`src/rtl/pe_pkg.sv`:
```
// Shared constants, result type and rounding helper for the PE MAC datapath.
// The FP cores produce a normalised 27-bit significand; fp_round_pack finishes them.
package pe_pkg;

  localparam int unsigned DEF_DATA_WIDTH = 32;
  localparam int unsigned DEF_ACC_WIDTH  = 32;

  localparam logic [31:0] FP_ZERO    = 32'h0000_0000;
  localparam logic [31:0] FP_ONE     = 32'h3F80_0000;
  localparam logic [31:0] FP_QNAN    = 32'h7FC0_0000;
  localparam logic [7:0]  FP_EXP_MAX = 8'hFF;

  typedef struct packed {
    logic        ovf;
    logic [31:0] val;
  } fp_res_t;

  // norm: [26] hidden bit, [25:3] fraction, [2] guard, [1] round, [0] sticky.
  // Round-to-nearest-even; exponent overflow saturates to inf, underflow flushes to zero.
  function automatic fp_res_t fp_round_pack(input logic              sign,
                                            input logic signed [9:0] e_in,
                                            input logic [26:0]       norm);
    logic [24:0]       m;
    logic [22:0]       frac;
    logic              up;
    logic signed [9:0] e;
    fp_res_t           r;
    up   = norm[2] & (norm[3] | norm[1] | norm[0]);
    m    = {1'b0, norm[26:3]} + {24'd0, up};
    e    = m[24] ? e_in + 10'sd1 : e_in;
    frac = m[24] ? m[23:1] : m[22:0];
    if (e >= 10'sd255) begin
      r = '{ovf: 1'b1, val: {sign, FP_EXP_MAX, 23'd0}};
    end else if (e <= 10'sd0) begin
      r = '{ovf: 1'b0, val: {sign, 31'd0}};
    end else begin
      r = '{ovf: 1'b0, val: {sign, e[7:0], frac}};
    end
    return r;
  endfunction

endpackage

```
`src/rtl/adder_32bit.sv`:
```
// Combinational IEEE-754 single-precision adder, round-to-nearest-even.
// Denormals flush to zero; o_ovf flags an inf/NaN result.
module adder_32bit
  import pe_pkg::*;
(
  input  logic [31:0] i_a,
  input  logic [31:0] i_b,
  output logic [31:0] o_sum,
  output logic        o_ovf
);

  logic              w_swap;
  logic [31:0]       w_big;
  logic [31:0]       w_sml;
  logic [23:0]       w_big_m;
  logic [23:0]       w_sml_m;
  logic [7:0]        w_diff;
  logic [26:0]       w_sml_ext;
  logic [26:0]       w_mask;
  logic [26:0]       w_aligned;
  logic              w_eff_sub;
  logic [27:0]       w_sum;
  logic [4:0]        w_lz;
  logic [26:0]       w_norm;
  logic signed [9:0] w_exp;
  fp_res_t           w_res;

  always_comb begin
    // Order by magnitude so the alignment shift is always applied to the smaller operand.
    w_swap    = i_b[30:0] > i_a[30:0];
    w_big     = w_swap ? i_b : i_a;
    w_sml     = w_swap ? i_a : i_b;
    w_big_m   = (w_big[30:23] == 8'd0) ? 24'd0 : {1'b1, w_big[22:0]};
    w_sml_m   = (w_sml[30:23] == 8'd0) ? 24'd0 : {1'b1, w_sml[22:0]};
    w_diff    = w_big[30:23] - w_sml[30:23];
    w_sml_ext = {w_sml_m, 3'b000};
    w_mask    = ~({27{1'b1}} << w_diff);
    if (w_diff >= 8'd27) begin
      w_aligned = {26'd0, |w_sml_m};
    end else begin
      w_aligned = (w_sml_ext >> w_diff) | {26'd0, |(w_sml_ext & w_mask)};
    end
    w_eff_sub = w_big[31] ^ w_sml[31];
    w_sum     = w_eff_sub ? {1'b0, w_big_m, 3'b000} - {1'b0, w_aligned}
                          : {1'b0, w_big_m, 3'b000} + {1'b0, w_aligned};
    w_lz = 5'd0;
    for (int i = 0; i < 27; i++) begin
      if (w_sum[i]) w_lz = 5'(26 - i);
    end
    w_exp = $signed({2'b00, w_big[30:23]});
    if (w_sum[27]) begin
      w_norm = {w_sum[27:2], |w_sum[1:0]};
      w_exp  = w_exp + 10'sd1;
    end else begin
      w_norm = w_sum[26:0] << w_lz;
      w_exp  = w_exp - $signed({5'd0, w_lz});
    end
    w_res = fp_round_pack(w_big[31], w_exp, w_norm);
    o_sum = w_res.val;
    o_ovf = w_res.ovf;
    if (w_big[30:23] == FP_EXP_MAX) begin
      o_ovf = 1'b1;
      o_sum = (w_big[22:0] != 23'd0 || (w_sml[30:23] == FP_EXP_MAX && w_eff_sub)) ?
              FP_QNAN : {w_big[31], FP_EXP_MAX, 23'd0};
    end else if (w_sum == 28'd0) begin
      o_ovf = 1'b0;
      o_sum = FP_ZERO;
    end
  end

endmodule

```
`src/rtl/multiplier_32bit.sv`:
```
// Combinational IEEE-754 single-precision multiplier, round-to-nearest-even.
// Denormal inputs are treated as zero; o_ovf flags an inf/NaN result.
module multiplier_32bit
  import pe_pkg::*;
(
  input  logic [31:0] i_a,
  input  logic [31:0] i_b,
  output logic [31:0] o_p,
  output logic        o_ovf
);

  logic              w_sign;
  logic [7:0]        w_ea;
  logic [7:0]        w_eb;
  logic [47:0]       w_prod;
  logic [26:0]       w_norm;
  logic signed [9:0] w_exp;
  logic              w_nan;
  fp_res_t           w_res;

  assign w_sign = i_a[31] ^ i_b[31];
  assign w_ea   = i_a[30:23];
  assign w_eb   = i_b[30:23];
  assign w_prod = {24'd0, 1'b1, i_a[22:0]} * {24'd0, 1'b1, i_b[22:0]};
  assign w_nan  = (w_ea == FP_EXP_MAX && i_a[22:0] != 23'd0) ||
                  (w_eb == FP_EXP_MAX && i_b[22:0] != 23'd0) ||
                  (w_ea == 8'd0) || (w_eb == 8'd0);

  always_comb begin
    w_exp = $signed({2'b00, w_ea}) + $signed({2'b00, w_eb}) - 10'sd127;
    if (w_prod[47]) begin
      w_norm = {w_prod[47:22], |w_prod[21:0]};
      w_exp  = w_exp + 10'sd1;
    end else begin
      w_norm = {w_prod[46:21], |w_prod[20:0]};
    end
    w_res = fp_round_pack(w_sign, w_exp, w_norm);
    o_p   = w_res.val;
    o_ovf = w_res.ovf;
    if (w_ea == FP_EXP_MAX || w_eb == FP_EXP_MAX) begin
      // w_nan here also covers inf * 0
      o_ovf = 1'b1;
      o_p   = w_nan ? FP_QNAN : {w_sign, FP_EXP_MAX, 23'd0};
    end else if (w_ea == 8'd0 || w_eb == 8'd0) begin
      o_ovf = 1'b0;
      o_p   = {w_sign, 31'd0};
    end
  end

endmodule

```
`src/rtl/pe_out_buf.sv`:
```
// Result holding register with valid/ready handshake; a load may coincide with
// the handshake of the previous result so results can stream back-to-back.
module pe_out_buf #(
  parameter int unsigned ACC_WIDTH = 32,
  parameter int unsigned CNT_W     = 9
) (
  input  logic                 i_clk,
  input  logic                 i_clr_n,
  input  logic                 i_load,
  input  logic [ACC_WIDTH-1:0] i_c,
  input  logic                 i_ovf,
  input  logic [CNT_W-1:0]     i_count,
  input  logic                 i_ready,
  output logic                 o_valid,
  output logic [ACC_WIDTH-1:0] o_c,
  output logic                 o_ovf,
  output logic [CNT_W-1:0]     o_count
);

  logic                 r_valid;
  logic [ACC_WIDTH-1:0] r_c;
  logic                 r_ovf;
  logic [CNT_W-1:0]     r_count;

  // The producer only asserts i_load when the buffer is empty or draining this cycle.
  always_ff @(posedge i_clk) begin
    if (!i_clr_n) begin
      r_valid <= 1'b0;
      r_c     <= '0;
      r_ovf   <= 1'b0;
      r_count <= '0;
    end else if (i_load) begin
      r_valid <= 1'b1;
      r_c     <= i_c;
      r_ovf   <= i_ovf;
      r_count <= i_count;
    end else if (i_ready) begin
      r_valid <= 1'b0;
    end
  end

  assign o_valid = r_valid;
  assign o_c     = r_c;
  assign o_ovf   = r_ovf;
  assign o_count = r_count;

endmodule

```
`src/rtl/pe_mac_pipe.sv`:
```
// Pipelined FP32 dot-product PE: S1 registers a*b, S2 accumulates, pe_out_buf holds the result.
// Last beat accepted at edge N reaches out_valid after edge N+2; the whole pipe stalls on backpressure.
module pe_mac_pipe
  import pe_pkg::*;
#(
  parameter  int unsigned DATA_WIDTH = DEF_DATA_WIDTH,
  parameter  int unsigned ACC_WIDTH  = DEF_ACC_WIDTH,
  parameter  int unsigned MAX_K      = 256,
  localparam int unsigned CNT_W      = $clog2(MAX_K + 1)
) (
  input  logic                  clk,
  input  logic                  clr_n,
  input  logic                  in_valid,
  output logic                  in_ready,
  input  logic                  start,
  input  logic                  last,
  input  logic [DATA_WIDTH-1:0] a,
  input  logic [DATA_WIDTH-1:0] b,
  output logic                  out_valid,
  input  logic                  out_ready,
  output logic [ACC_WIDTH-1:0]  out_c,
  output logic                  out_ovf,
  output logic [CNT_W-1:0]      out_count
);

  logic                 w_adv;
  logic [ACC_WIDTH-1:0] w_prod;
  logic                 w_mul_ovf;
  logic [ACC_WIDTH-1:0] w_sum;
  logic                 w_add_ovf;

  logic                 r_s1_valid;
  logic                 r_s1_start;
  logic                 r_s1_last;
  logic                 r_s1_ovf;
  logic [ACC_WIDTH-1:0] r_s1_prod;

  logic [ACC_WIDTH-1:0] r_acc;
  logic [CNT_W-1:0]     r_cnt;
  logic                 r_ovf;
  logic                 r_s2_last;

  logic [ACC_WIDTH-1:0] w_acc_d;
  logic [CNT_W-1:0]     w_cnt_d;
  logic                 w_ovf_d;

  assign w_adv    = !(out_valid && !out_ready);
  assign in_ready = w_adv;

  // Both cores are single precision; DATA_WIDTH and ACC_WIDTH must stay 32.
  multiplier_32bit u_mul (
    .i_a   (a),
    .i_b   (b),
    .o_p   (w_prod),
    .o_ovf (w_mul_ovf)
  );

  adder_32bit u_add (
    .i_a   (r_acc),
    .i_b   (r_s1_prod),
    .o_sum (w_sum),
    .o_ovf (w_add_ovf)
  );

  always_ff @(posedge clk) begin
    if (!clr_n) begin
      r_s1_valid <= 1'b0;
      r_s1_start <= 1'b0;
      r_s1_last  <= 1'b0;
      r_s1_ovf   <= 1'b0;
      r_s1_prod  <= FP_ZERO;
    end else if (w_adv) begin
      r_s1_valid <= in_valid;
      if (in_valid) begin
        r_s1_start <= start;
        r_s1_last  <= last;
        r_s1_ovf   <= w_mul_ovf;
        r_s1_prod  <= w_prod;
      end
    end
  end

  // Without a start the accumulator carries on from its retained value, even across frames.
  always_comb begin
    w_acc_d = r_acc;
    w_cnt_d = r_cnt;
    w_ovf_d = r_ovf;
    if (r_s1_valid) begin
      if (r_s1_start) begin
        w_acc_d = r_s1_prod;
        w_cnt_d = CNT_W'(1);
        w_ovf_d = r_s1_ovf;
      end else begin
        w_acc_d = w_sum;
        w_cnt_d = (r_cnt >= CNT_W'(MAX_K)) ? r_cnt : r_cnt + CNT_W'(1);
        w_ovf_d = r_ovf | r_s1_ovf | w_add_ovf;
      end
    end
  end

  always_ff @(posedge clk) begin
    if (!clr_n) begin
      r_acc     <= FP_ZERO;
      r_cnt     <= '0;
      r_ovf     <= 1'b0;
      r_s2_last <= 1'b0;
    end else if (w_adv) begin
      r_acc     <= w_acc_d;
      r_cnt     <= w_cnt_d;
      r_ovf     <= w_ovf_d;
      r_s2_last <= r_s1_valid && r_s1_last;
    end
  end

  pe_out_buf #(
    .ACC_WIDTH (ACC_WIDTH),
    .CNT_W     (CNT_W)
  ) u_out_buf (
    .i_clk   (clk),
    .i_clr_n (clr_n),
    .i_load  (w_adv && r_s2_last),
    .i_c     (r_acc),
    .i_ovf   (r_ovf),
    .i_count (r_cnt),
    .i_ready (out_ready),
    .o_valid (out_valid),
    .o_c     (out_c),
    .o_ovf   (out_ovf),
    .o_count (out_count)
  );

endmodule

```
`config.mk`:
```
export PLATFORM = sky130hd
export DESIGN_NAME = pe_mac_pipe
export DESIGN_NICKNAME = d
export VERILOG_FILES = /design/src/rtl/pe_pkg.sv /design/src/rtl/adder_32bit.sv /design/src/rtl/multiplier_32bit.sv /design/src/rtl/pe_out_buf.sv /design/src/rtl/pe_mac_pipe.sv
export SDC_FILE = /design/constraint.sdc
export NUM_CORES = 2
export LEC_CHECK = 0
export CORE_MARGIN = 2
export CORE_UTILIZATION = 50
export CTS_CLUSTER_SIZE = 24
export DETAILED_ROUTE_END_ITERATION = 10
export PLACE_DENSITY = 0.66
export SYNTH_ARGS = -nofsm -noshare
export SYNTH_HDL_FRONTEND = slang
export SYNTH_HIERARCHICAL = 1
export SYNTH_SLANG_ARGS = --single-unit
```
`constraint.sdc`:
```
create_clock -name clk -period 36.6 [get_ports clk]
set_input_delay 5.49 -clock clk [delete_from_list [all_inputs] [get_ports clk]]
set_output_delay 5.49 -clock clk [all_outputs]
set_load 0.01 [all_outputs]
```
==> out/qor.txt <==
Outcome: finished clean
Post-CTS Setup Inserts: 0
Final Max Slew Viols: 0
Core area: 80500 sq um
Mapped Cells: 5315
CTS root buf: clkbuf_16
Most frequent cell on the critical path: a21oi_1
Startpoint Class: register
Vias in the first global route: 38700
Clock buffer count from CTS: 17
Clock Latency Late Sink: 0.44 ns
Routed len/inst: 23.6 um
RePlAce Congestion: 1.01
Synth cell count leaders: inv_1 (704), nand2_1 (683), fa_1 (485), nor2_1 (333), a21oi_1 (291)
Top_reg_cell synth: dfxtp_1
WS Path Type: register to register
Util after Layout: 53.2%
Seq cells post-synth: 122
GRT overflow: 0
CTS resizes: 0
Initial Util: 50.5%
H-tree level count: 4
Post-CTS Hold Buffers: 0
Most common cell in the netlist: inv_1
Initial drt markers: 4259
Sequential fraction of the synthesis area: 6.00%
CTS sink cnt: 122
Largest net degree at the start of global routing: 82
Clk slew on worst S/H paths: 0.07 ns
Setup violators final: 0
Via count: 39700
Hold Path Class: register to register
Mapped Nets: 6152
Max stage delay on crit path: 0.83 ns
First-pass GRT wire length: 228000 um
CP Max Fanout: 68
Die H: 289 um
Antenna fix cells: 0
Worst path bufs/invs: 6
Crit share post-route: 46.1%
Row cnt: 104
Final net count: 6070
Remaining DRCs: 0
Detail Placement HPWL: 115000 um
Mapped Avg Cell Area: 7.65 sq um
CP max-delay cell: or4_1
Total of max-cap violations: 0
Die Width: 289 um
RSZ-0062 raised after global routing: no
Maximum clock rate: 59.3 MHz
Dominant cell type by area after synthesis: fa_1
Top delay family on crit path: compound AO/OA/AOI/OAI gates
Synth Cell Area: 40700 sq um
Top-area cell type share of the netlist area: 23.9%
Fillers: 7820
I/O Pins: 114
Total Wirelength: 149000 um
Area Overhead vs Synth: 5.38%
Share of layout cells above drive strength 1: 5.62%
Layout Skew: 0.0132 ns
Synth area leaders: fa_1 (24%), ha_1 (8.7%), inv_1 (6.5%)
TritonCTS clock tree: built
Synth warnings: 6
I/O Buffers: 113
Antenna-violating nets left: 0
TNS Setup: 0 ns
Final hold viol count: 0
Clock Tree Buf Depth: 2
Worst EP required: 36.95 ns
Tightest Pin Transition: 1.29 ns
Async S/R FF share, synth: 0%
Minimum period implied by the final worst setup slack: 16.88 ns
Post-synth EDFFs: 0
CP endpoint kind: register
Initial antenna violation count: 0
Relative slew slack: 14.0%
Vias per cell: 6.29
Total GRT Usage: 35.3%
Die area: 83700 sq um
CP arrival: 17.23 ns
Synth cell types: 141
TritonRoute pass-1 iters: 9
area by class of cell:
class	instances	area, sq um	area share [%]
Tap cell	1060	1330	3.09
Timing Repair Buffer	202	1800	4.20
Inverter	713	2680	6.25
Sequential cell	122	2440	5.70
Multi-Input combinational cell	4177	34100	79.4
Clock inverter	14	123	0.286
Clock buffer	18	439	1.02
sequential cells by signal, indices dropped and copies added, names as in the netlist:
register and flops:
r_s1_prod 32, r_ovf 1, u_out_buf/o_count 9, u_out_buf/o_valid 1, r_s1_start 1, u_out_buf/o_c 32
u_out_buf/o_ovf 1, r_s1_ovf 1, r_s1_valid 1, r_s2_last 1, r_cnt 9, r_s1_last 1
r_acc 32
tightest hold or removal path, stage by stage, from the launching register on:
cell and delay, ns:
dfxtp_1 0.31, nand2_1 0.05, a21oi_1 0.05
cells in the final DEF, fill, tap and decap left out, drive strengths merged, types with 15 or more instances in the layout:
master,synthesis,final
nand2b,33,33
a21oi,293,293
nand4,66,66
o21a,38,38
o22ai,25,25
nor2,336,336
xor2,58,58
ha,282,282
buf,121,89
o21ai,216,216
o211ai,64,64
mux2,23,23
a211o,16,16
a21boi,15,15
nand3,138,138
inv,710,720
or2,23,23
nand2,687,687
nor4,70,70
a2111oi,17,17
or4,17,17
mux2i,146,146
nor2b,68,68
a211oi,93,93
a31oi,38,38
nor3,124,124
fa,485,485
and2,285,285
xnor2,88,88
a21o,62,62
o31ai,31,31
clkdlybuf4s50,0,113
clkbuf,181,18
dfxtp,122,122
or3,39,39
and3,29,29
path summary, 6_finish.rpt:
kind	startpoint	end	slack, ns	depth (start not counted)
min reg2reg	r_s1_last	r_s1_last	0.46	2
max	r_acc[23]	r_ovf	19.72	55
max reg2reg	r_acc[23]	r_ovf	19.72	55
min	r_s1_last	r_s1_last	0.46	2
metrics by stage:
stage,cells,hold slack [ns],setup slack [ns],cell area [sq um]
5_1_grt,6306,0.488,19.00,42900
3_3_place_gp,6274,0.446,19.77,42300
6_report,6306,0.456,19.72,42900
3_5_place_dp,6274,0.451,19.63,42300
2_1_floorplan,5315,0.436,21.50,40700
4_1_cts,6306,0.461,20.05,42900
metal layers:
metal,global-route usage (%),up-vias,wire [um]
li1,-,17900,-
met4,21.3,0,10600
met3,5.74,553,12600
met2,58.8,2213,69200
met5,0,-,0
met1,42.9,19100,56100
cells by family (layout without fill, tap and decap cells):
| family | after synthesis | after routing | share of synthesized area (%) |
|---|---|---|---|
| adders and majority gates | 767 | 767 | 32.5 |
| and+or+nand+nor | 1980 | 1980 | 24.2 |
| muxes | 178 | 178 | 4.75 |
| DFF | 122 | 122 | 6.00 |
| AOI/OAI and AO/OA | 1106 | 1106 | 18.9 |
| buffers and inverters | 1016 | 947 | 10.4 |
| xor gates and xnor gates | 146 | 146 | 3.16 |
Power is left out: the tool's default activity adds up to more than one toggle a clock period on the data nets, which glitch-free logic cannot reach.
